<file path="src/rtl/cnn_mac_pkg.sv">
// rtl/cnn_mac_pkg.sv - shared widths, pipeline depth limits and saturation helpers for the MAC pipe
package cnn_mac_pkg;

  localparam int DEF_A_W        = 14;
  localparam int DEF_B_W        = 8;
  localparam int DEF_NUM_STAGE  = 2;
  localparam int DEF_ACC_W      = 32;
  localparam int DEF_FRAC_SHIFT = 6;
  localparam int DEF_OUT_W      = 14;

  localparam int NUM_STAGE_MIN  = 1;
  localparam int NUM_STAGE_MAX  = 4;

  function automatic longint sat_max(input int w);
    return (64'sd1 <<< (w - 1)) - 64'sd1;
  endfunction

  function automatic longint sat_min(input int w);
    return -(64'sd1 <<< (w - 1));
  endfunction

  function automatic int clamp_stages(input int n);
    if (n < NUM_STAGE_MIN) return NUM_STAGE_MIN;
    if (n > NUM_STAGE_MAX) return NUM_STAGE_MAX;
    return n;
  endfunction

endpackage

</file>
<file path="src/rtl/cnn_mac_mul_pipe.sv">
// rtl/cnn_mac_mul_pipe.sv - signed multiplier with NUM_STAGE output registers carrying last and valid
module cnn_mac_mul_pipe #(
  parameter int A_W       = 14,
  parameter int B_W       = 8,
  parameter int NUM_STAGE = 2,
  localparam int P_W      = A_W + B_W
) (
  input  logic                  i_clk,
  input  logic                  i_rst_n,
  input  logic                  i_en,
  input  logic                  i_valid,
  input  logic                  i_last,
  input  logic signed [A_W-1:0] i_a,
  input  logic signed [B_W-1:0] i_b,
  output logic signed [P_W-1:0] o_prod,
  output logic                  o_last,
  output logic                  o_valid
);

  logic signed [P_W-1:0] r_prod [NUM_STAGE];
  logic [NUM_STAGE-1:0]  r_last;
  logic [NUM_STAGE-1:0]  r_valid;

  // Product registers carry no reset so the tools can fold them into DSP pipeline registers.
  always_ff @(posedge i_clk) begin
    if (i_en) begin
      r_prod[0] <= P_W'(i_a) * P_W'(i_b);
      for (int s = 1; s < NUM_STAGE; s++) begin
        r_prod[s] <= r_prod[s-1];
      end
    end
  end

  always_ff @(posedge i_clk or negedge i_rst_n) begin
    if (!i_rst_n) begin
      r_last  <= '0;
      r_valid <= '0;
    end else if (i_en) begin
      r_last[0]  <= i_last & i_valid;
      r_valid[0] <= i_valid;
      for (int s = 1; s < NUM_STAGE; s++) begin
        r_last[s]  <= r_last[s-1];
        r_valid[s] <= r_valid[s-1];
      end
    end
  end

  assign o_prod  = r_prod[NUM_STAGE-1];
  assign o_last  = r_last[NUM_STAGE-1];
  assign o_valid = r_valid[NUM_STAGE-1];

endmodule

</file>
<file path="src/rtl/cnn_mac_pipe.sv">
// rtl/cnn_mac_pipe.sv - streaming signed dot-product MAC with rounding, saturation and backpressure
module cnn_mac_pipe
  import cnn_mac_pkg::*;
#(
  parameter int A_W        = DEF_A_W,
  parameter int B_W        = DEF_B_W,
  parameter int NUM_STAGE  = DEF_NUM_STAGE,
  parameter int ACC_W      = DEF_ACC_W,
  parameter int FRAC_SHIFT = DEF_FRAC_SHIFT,
  parameter int OUT_W      = DEF_OUT_W
) (
  input  logic                    ap_clk,
  input  logic                    ap_rst_n,
  input  logic                    in_valid,
  output logic                    in_ready,
  input  logic signed [A_W-1:0]   in_a,
  input  logic signed [B_W-1:0]   in_b,
  input  logic                    in_last,
  output logic                    out_valid,
  input  logic                    out_ready,
  output logic signed [OUT_W-1:0] out_data,
  output logic                    out_sat
);

  localparam int P_W    = A_W + B_W;
  localparam int STAGES = clamp_stages(NUM_STAGE);

  // Half an output LSB; collapses to zero when no fractional bits are dropped.
  localparam logic signed [ACC_W:0] RND = (ACC_W+1)'((64'sd1 <<< FRAC_SHIFT) >>> 1);

  localparam longint SAT_HI = sat_max(OUT_W);
  localparam longint SAT_LO = sat_min(OUT_W);
  localparam logic signed [OUT_W-1:0] SAT_HI_O = OUT_W'(SAT_HI);
  localparam logic signed [OUT_W-1:0] SAT_LO_O = OUT_W'(SAT_LO);

  logic                    w_stall;
  logic                    w_en;
  logic signed [P_W-1:0]   w_prod;
  logic                    w_prod_last;
  logic                    w_prod_valid;
  logic signed [ACC_W-1:0] w_prod_ext;
  logic signed [ACC_W-1:0] w_sum;
  logic signed [ACC_W:0]   w_rnd;
  logic signed [ACC_W:0]   w_shifted;
  logic signed [63:0]      w_wide;
  logic                    w_hi;
  logic                    w_lo;
  logic signed [OUT_W-1:0] w_res;

  logic signed [ACC_W-1:0] r_acc;
  logic signed [ACC_W-1:0] r_res_sum;
  logic                    r_res_valid;
  logic                    r_out_valid;
  logic signed [OUT_W-1:0] r_out_data;
  logic                    r_out_sat;

  assign w_stall  = r_out_valid & ~out_ready;
  assign w_en     = ~w_stall;
  assign in_ready = w_en;

  cnn_mac_mul_pipe #(
    .A_W       (A_W),
    .B_W       (B_W),
    .NUM_STAGE (STAGES)
  ) u_mul (
    .i_clk   (ap_clk),
    .i_rst_n (ap_rst_n),
    .i_en    (w_en),
    .i_valid (in_valid),
    .i_last  (in_last),
    .i_a     (in_a),
    .i_b     (in_b),
    .o_prod  (w_prod),
    .o_last  (w_prod_last),
    .o_valid (w_prod_valid)
  );

  assign w_prod_ext = ACC_W'(w_prod);
  assign w_sum      = r_acc + w_prod_ext;

  // Closing beat hands its sum to the result stage and restarts the accumulator in the same cycle.
  always_ff @(posedge ap_clk or negedge ap_rst_n) begin
    if (!ap_rst_n) begin
      r_acc       <= '0;
      r_res_sum   <= '0;
      r_res_valid <= 1'b0;
    end else if (w_en) begin
      r_res_valid <= w_prod_valid & w_prod_last;
      if (w_prod_valid) begin
        if (w_prod_last) begin
          r_res_sum <= w_sum;
          r_acc     <= '0;
        end else begin
          r_acc     <= w_sum;
        end
      end
    end
  end

  // One guard bit keeps the rounding add from wrapping near the accumulator limits.
  assign w_rnd     = (ACC_W+1)'(r_res_sum) + RND;
  assign w_shifted = w_rnd >>> FRAC_SHIFT;
  assign w_wide    = 64'(w_shifted);
  assign w_hi      = w_wide > SAT_HI;
  assign w_lo      = w_wide < SAT_LO;
  assign w_res     = w_hi ? SAT_HI_O : (w_lo ? SAT_LO_O : w_shifted[OUT_W-1:0]);

  always_ff @(posedge ap_clk or negedge ap_rst_n) begin
    if (!ap_rst_n) begin
      r_out_valid <= 1'b0;
      r_out_data  <= '0;
      r_out_sat   <= 1'b0;
    end else if (w_en) begin
      r_out_valid <= r_res_valid;
      if (r_res_valid) begin
        r_out_data <= w_res;
        r_out_sat  <= w_hi | w_lo;
      end
    end
  end

  assign out_valid = r_out_valid;
  assign out_data  = r_out_data;
  assign out_sat   = r_out_sat;

endmodule

</file>
<file path="config.mk">
export PLATFORM = sky130hd
export DESIGN_NAME = cnn_mac_pipe
export DESIGN_NICKNAME = d
export VERILOG_FILES = /design/src/rtl/cnn_mac_pkg.sv /design/src/rtl/cnn_mac_mul_pipe.sv /design/src/rtl/cnn_mac_pipe.sv
export SDC_FILE = /design/constraint.sdc
export NUM_CORES = 1
export LEC_CHECK = 0
export ABC_AREA = 1
export CAP_MARGIN = 20
export CORE_MARGIN = 2
export CORE_UTILIZATION = 60
export CTS_CLUSTER_SIZE = 20
export DETAILED_ROUTE_END_ITERATION = 8
export GPL_ROUTABILITY_DRIVEN = 0
export PLACE_DENSITY = 0.79
export SYNTH_ARGS = -nofsm -noshare
export SYNTH_HDL_FRONTEND = slang
export SYNTH_SLANG_ARGS = --single-unit
</file>
<file path="constraint.sdc">
create_clock -name ap_clk -period 3.9 [get_ports ap_clk]
set_clock_uncertainty 0.05 [all_clocks]
set_input_delay 0.78 -clock ap_clk [delete_from_list [all_inputs] [get_ports ap_clk]]
set_output_delay 0.78 -clock ap_clk [all_outputs]
set_load 0.02 [all_outputs]
</file>
# --- Yosys cells after proc, flatten, opt, wreduce, memory -nomap -nowiden ---
# Memory sizes are Yosys's and may differ from the RTL's.
# Cells that the tools add are included.
# W data, S select, Z words.
totals:
  regBits: 85
  ramBits: 44
  input_bits: 27
  out_inout_bits: 17
  memories: 1
memory_table:
  columns: ["memory", "words", "word_bits", "rd", "rd_clocked_by_memory_dff", "wr", "line_no", "rtl"]
  rows:
  - ["u_mul.r_prod", 2, 22, 2, 0, 2, "cnn_mac_mul_pipe.sv:20", "logic signed [P_W-1:0] r_prod [NUM_STAGE];"]
op_classes:
  addsub: 2
  multipliers: 1
  order_cmp: 2
  mux: 4
  n_bitwise: 6
  reduce_logical: 3
op_table:
  columns: ["operator", "count"]
  rows:
  - ["$add A32 B7 Y33 const B", 1]
  - ["$add A32 B22 Y32", 1]
  - ["$mux W32", 1]
  - ["$mux W14", 2]
  - ["$gt A27 B14 Y1 const B", 1]
  - ["$lt A27 B14 Y1 const B", 1]
  - ["$mul A14 B8 Y22", 1]
  - ["$reduce_and A2 Y1", 2]
  - ["$and A1 B1 Y1", 3]
  - ["$reduce_and A3 Y1", 1]
  - ["$not A1 Y1", 2]
  - ["$mux W1", 1]
  - ["$or A1 B1 Y1", 1]

# --- Longest topological paths before layout ---
depth:
  depth_word: 4
  ltp_mapped: 22

# --- By module ---
# Synthesis repeated with hierarchy kept, for this count alone.
unflattened:
  cells_unflattened: 1519
  hier_area_um2: 11696.2
modules_own_cells:
  columns: ["module", "n_inst", "cells_per_inst", "area_each_um2"]
  rows:
  - ["cnn_mac_mul_pipe", 1, 717, 6054.6]
  - ["cnn_mac_pipe", 1, 802, 5641.7]

# --- Worst setup path before layout ---
# No wires, ideal clock.
synth_timing:
  path_type: "in2reg"
  startpoint: "in in_a[0]"
  endpoint: "mem u_mul.r_prod[0][16] (netlist bit) (data pin)"
  setup_ns: 0.265
  arrival_time_ns: 4.935
  required_time_ns: 3.585
  slack_ns: -1.350
  path_stages: 19
  path_buffers: 1
  cell_sequence: "clkbuf_1 -> or2_2 -> fa_1 -> fa_1 -> inv_1 -> fa_1 -> inv_1 -> fa_1 -> inv_1 -> ha_1 -> a21oi_1 -> o21ai_0 -> inv_1 -> nor2_1 -> nor2_1 -> o21ai_0 -> a21boi_0 -> o21ai_0 -> xor2_1"
synth_lines:
  columns: ["element", "line_no", "rtl"]
  rows:
  - ["from (decl)", "cnn_mac_pipe.sv:16", "input logic signed [A_W-1:0] in_a,"]
  - ["to (decl)", "cnn_mac_mul_pipe.sv:20", null]

==> metrics.txt <==
status=complete, but fails checks; failing checks=negative setup slack; Synth Area in Adders=0.2472; CP arrival=4.59 ns; Syn Inst Count=1428; Clk Latency, worst-skew pair=0.42 ns; nets@finish=1769; total of max-cap violations=0; Vias=9865; HP Class=primary input to async pin; multi-input logic area=7310 sq um; initial antenna violation count=0; Lkg Pwr=7.075 nW; setup violators final=13; fin crit share=1.146; vias per cell=5.423; final hold viol count=0; number of global-route vias before repair=10231; startpoint types=primary input; Worst Slack Setup Final=-0.5692 ns; Boundary Pins=44; Die X=140.3 um; largest net degree at the start of global routing=81; pre-CTS WS=-1.350 ns; XOR/XNOR share of the synthesized area=0.04087; Critical Path RT=4.02 ns; worst slew pin tran=0.8743 ns; antenna-violating nets left=0; relative slew slack=0.4150; gr usage total=0.2968; Initial Utilization=0.6162; largest fanout on the critical path=5; first-pass GRT wire length=47090 um; Synth Area in Simple Gates=0.2256; minimum clock period=4.469 ns; Mean Syn Cell Area=7.804 sq um; wirelength, routed=28520 um; Remaining DRCs=0; CP Class=primary input to flop; CTS root buf=clkbuf_16; Filler cells=1189; Util after Layout=0.7717; die height=140.3 um; mux cell area share after synthesis=0; Hold Buf Count CTS=0; #FFs+latches synth=124; I/O Buffers=43; First DRT Iteration DRCs=542; Sequential Area=3323 sq um; Site Rows=49; TritonCTS clock tree=yes; share of cells above drive strength 1=0.2094; YS warnings=0; Post-Syn Nets=1620; clk sinks=124; dpl hpwl=20030 um; critical path endpoint category=flop; clk buf depth=2; First-pass DRT Iterations=5; Die Area=19680 sq um; core area=18090 sq um; CTS H-tree lvls=4; RSZ-0062 raised after global routing=yes; Max Freq=223.8 MHz; Num CTS Buffers=17; Final Max Tran Viols=0; Compound-Gate Fraction of Synth Area=0.08420; sequential area share after synthesis=0.2982; synthesis-to-layout area growth=25.24%; Worst-path clk slew=0.06 ns; remaining global-route overflow=0; Power Dens Cells=943.2 nW/um^2; Unique masters post-synth=45; Mapped Area=11140 sq um; drt wl/cell=15.68 um; combinational family with the most area after synthesis=adder cells; Peak VDD IR=437.7 uV; # diodes=0
-- worst max-delay path, stage by stage --
cell,delay (ns)
buf_4,0.13
or2_4,0.23
fa_1,0.48
fa_1,0.49
inv_1,0.05
fa_1,0.47
inv_1,0.05
fa_1,0.49
inv_2,0.05
ha_4,0.28
nand2_2,0.05
o21ai_2,0.18
inv_1,0.10
nor2_2,0.16
nor2_4,0.07
o21ai_2,0.14
a21oi_1,0.08
nor2_1,0.10
nor2_1,0.06
xor2_1,0.15
-- kinds of logic (layout without fill, tap and decap cells) --
family / after synthesis / in the layout
AND/OR/NAND/NOR: 613 / 613
adder cells (fa/ha/maj): 165 / 165
flip-flops: 124 / 124
AO/OA/AOI/OAI: 169 / 169
XOR/XNOR: 52 / 52
buffers and inverters: 305 / 467
-- sequential cells by signal, summed over array words and instances (netlist names) --
signal,flops
out_data,14
out_sat,1
u_mul.r_prod,44
r_res_sum,27
r_res_valid,1
u_mul.r_last,2
out_valid,1
u_mul.r_valid,2
r_acc,32
-- layer usage --
layer	part of all wire	routed length, um	vias up	track usage
met5	0	0	-	0
met4	0.040	1128	0	0.1446
met3	0.046	1309	104	0.03829
met2	0.53	15100	385	0.5439
met1	0.38	10980	4646	0.3432
li1	-	-	4730	-
-- cell usage in the layout, fill, tap and decap left out, types with 8 or more instances in the layout --
master           Yosys  layout
nor2_1             102      92
nor2_2               5      11
inv_2                4      32
xor2_1              29      27
edfxtp_1            44      44
a21oi_1             62      47
clkdlybuf4s50_1      0      20
clkbuf_16            0      17
nand4_1              8       8
buf_4                1     101
buf_6                1      22
a21oi_4              0       8
inv_1              263     233
nand2_1            410     383
nor3_1               8       8
dfrtp_1             80      80
buf_2                1      11
xnor2_1             23      19
o21ai_0             73      60
fa_2                 0      11
fa_1                92      81
nand3_1             53      51
nand2_2              4      24
ha_1                73      54
nor2_4               4       8
ha_4                 0      18
-- cell type report --
cell class / instances / area share
Clock buffer: 18 / 0.03075
Multi-Input combinational cell: 999 / 0.5237
Clock inverter: 14 / 0.01049
Inverter: 269 / 0.07306
Timing Repair Buffer: 166 / 0.1034
Sequential cell: 124 / 0.2381
Tap cell: 229 / 0.02053
-- repair_timing --
action,in CTS,in global routing
gates resized for setup,160,64
cloned,1,0
endpoints found under the setup margin,17,15
pin swaps,59,47
setup buffers,27,7
-- cells in the mapped netlist (all sizes together) --
cell type | count | area share
a211oi | 2 | 0.0013
a21boi | 5 | 0.0034
a21o | 3 | 0.0020
a21oi | 62 | 0.028
a22o | 4 | 0.0031
a31oi | 2 | 0.0011
a32o | 1 | 0.00090
and2 | 1 | 0.00056
buf | 6 | 0.0031
clkbuf | 30 | 0.010
clkinv | 2 | 0.00067
dfrtp | 80 | 0.18
edfxtp | 44 | 0.12
fa | 92 | 0.17
ha | 73 | 0.082
inv | 267 | 0.090
nand2 | 415 | 0.14
nand3 | 53 | 0.024
nand3b | 6 | 0.0040
nand4 | 8 | 0.0045
nor2 | 111 | 0.041
nor3 | 9 | 0.0045
nor4 | 2 | 0.0011
o2111ai | 1 | 0.00079
o211a | 1 | 0.00090
o211ai | 3 | 0.0020
o21a | 3 | 0.0020
o21ai | 75 | 0.034
o21bai | 2 | 0.0013
o31ai | 5 | 0.0034
or2 | 8 | 0.0045
xnor2 | 23 | 0.018
xor2 | 29 | 0.023
-- worst paths after layout --
path                                         start                   to  slack (ns)  cells past startpoint
worst max-delay path                       in_a[0]  u_mul.r_prod[0][20]       -0.57                     20
worst min-delay path                      ap_rst_n          out_data[0]        0.25                      1
worst max register to register            r_acc[0]        r_res_sum[22]        1.11                     12
worst min register to register  u_mul.r_prod[0][4]  u_mul.r_prod[0][26]        0.37                      0
max in group asynchronous                 ap_rst_n            r_acc[19]        2.96                      2
min in group ap_clk             u_mul.r_prod[0][4]  u_mul.r_prod[0][26]        0.37                      0
-- where the power goes --
part           switching, W  total [W]  leakage [nW]  internal, W
registers          0.000423    0.00258          1.45      0.00216
logic               0.00512    0.00904          5.35      0.00392
clock network      0.000597    0.00154         0.280     0.000940
total               0.00614     0.0132          7.07      0.00702
-- metrics by stage --
step	setup TNS, ns	std cells	total power, W	instance area (sq um)	hold slack, ns
2_1_floorplan	-7.254	1428	0.007881	11640	0.3503
3_3_place_gp	-17.08	1757	0.009973	12740	0.3511
3_5_place_dp	-18.52	1757	0.01027	12740	0.3545
4_1_cts	-5.116	1815	0.01245	13780	0.3664
5_1_grt	-7.876	1819	0.01422	13960	0.2805
6_report	-5.976	1819	0.01316	13960	0.2537
No activity file was read; power rests on OpenSTA's default activity.
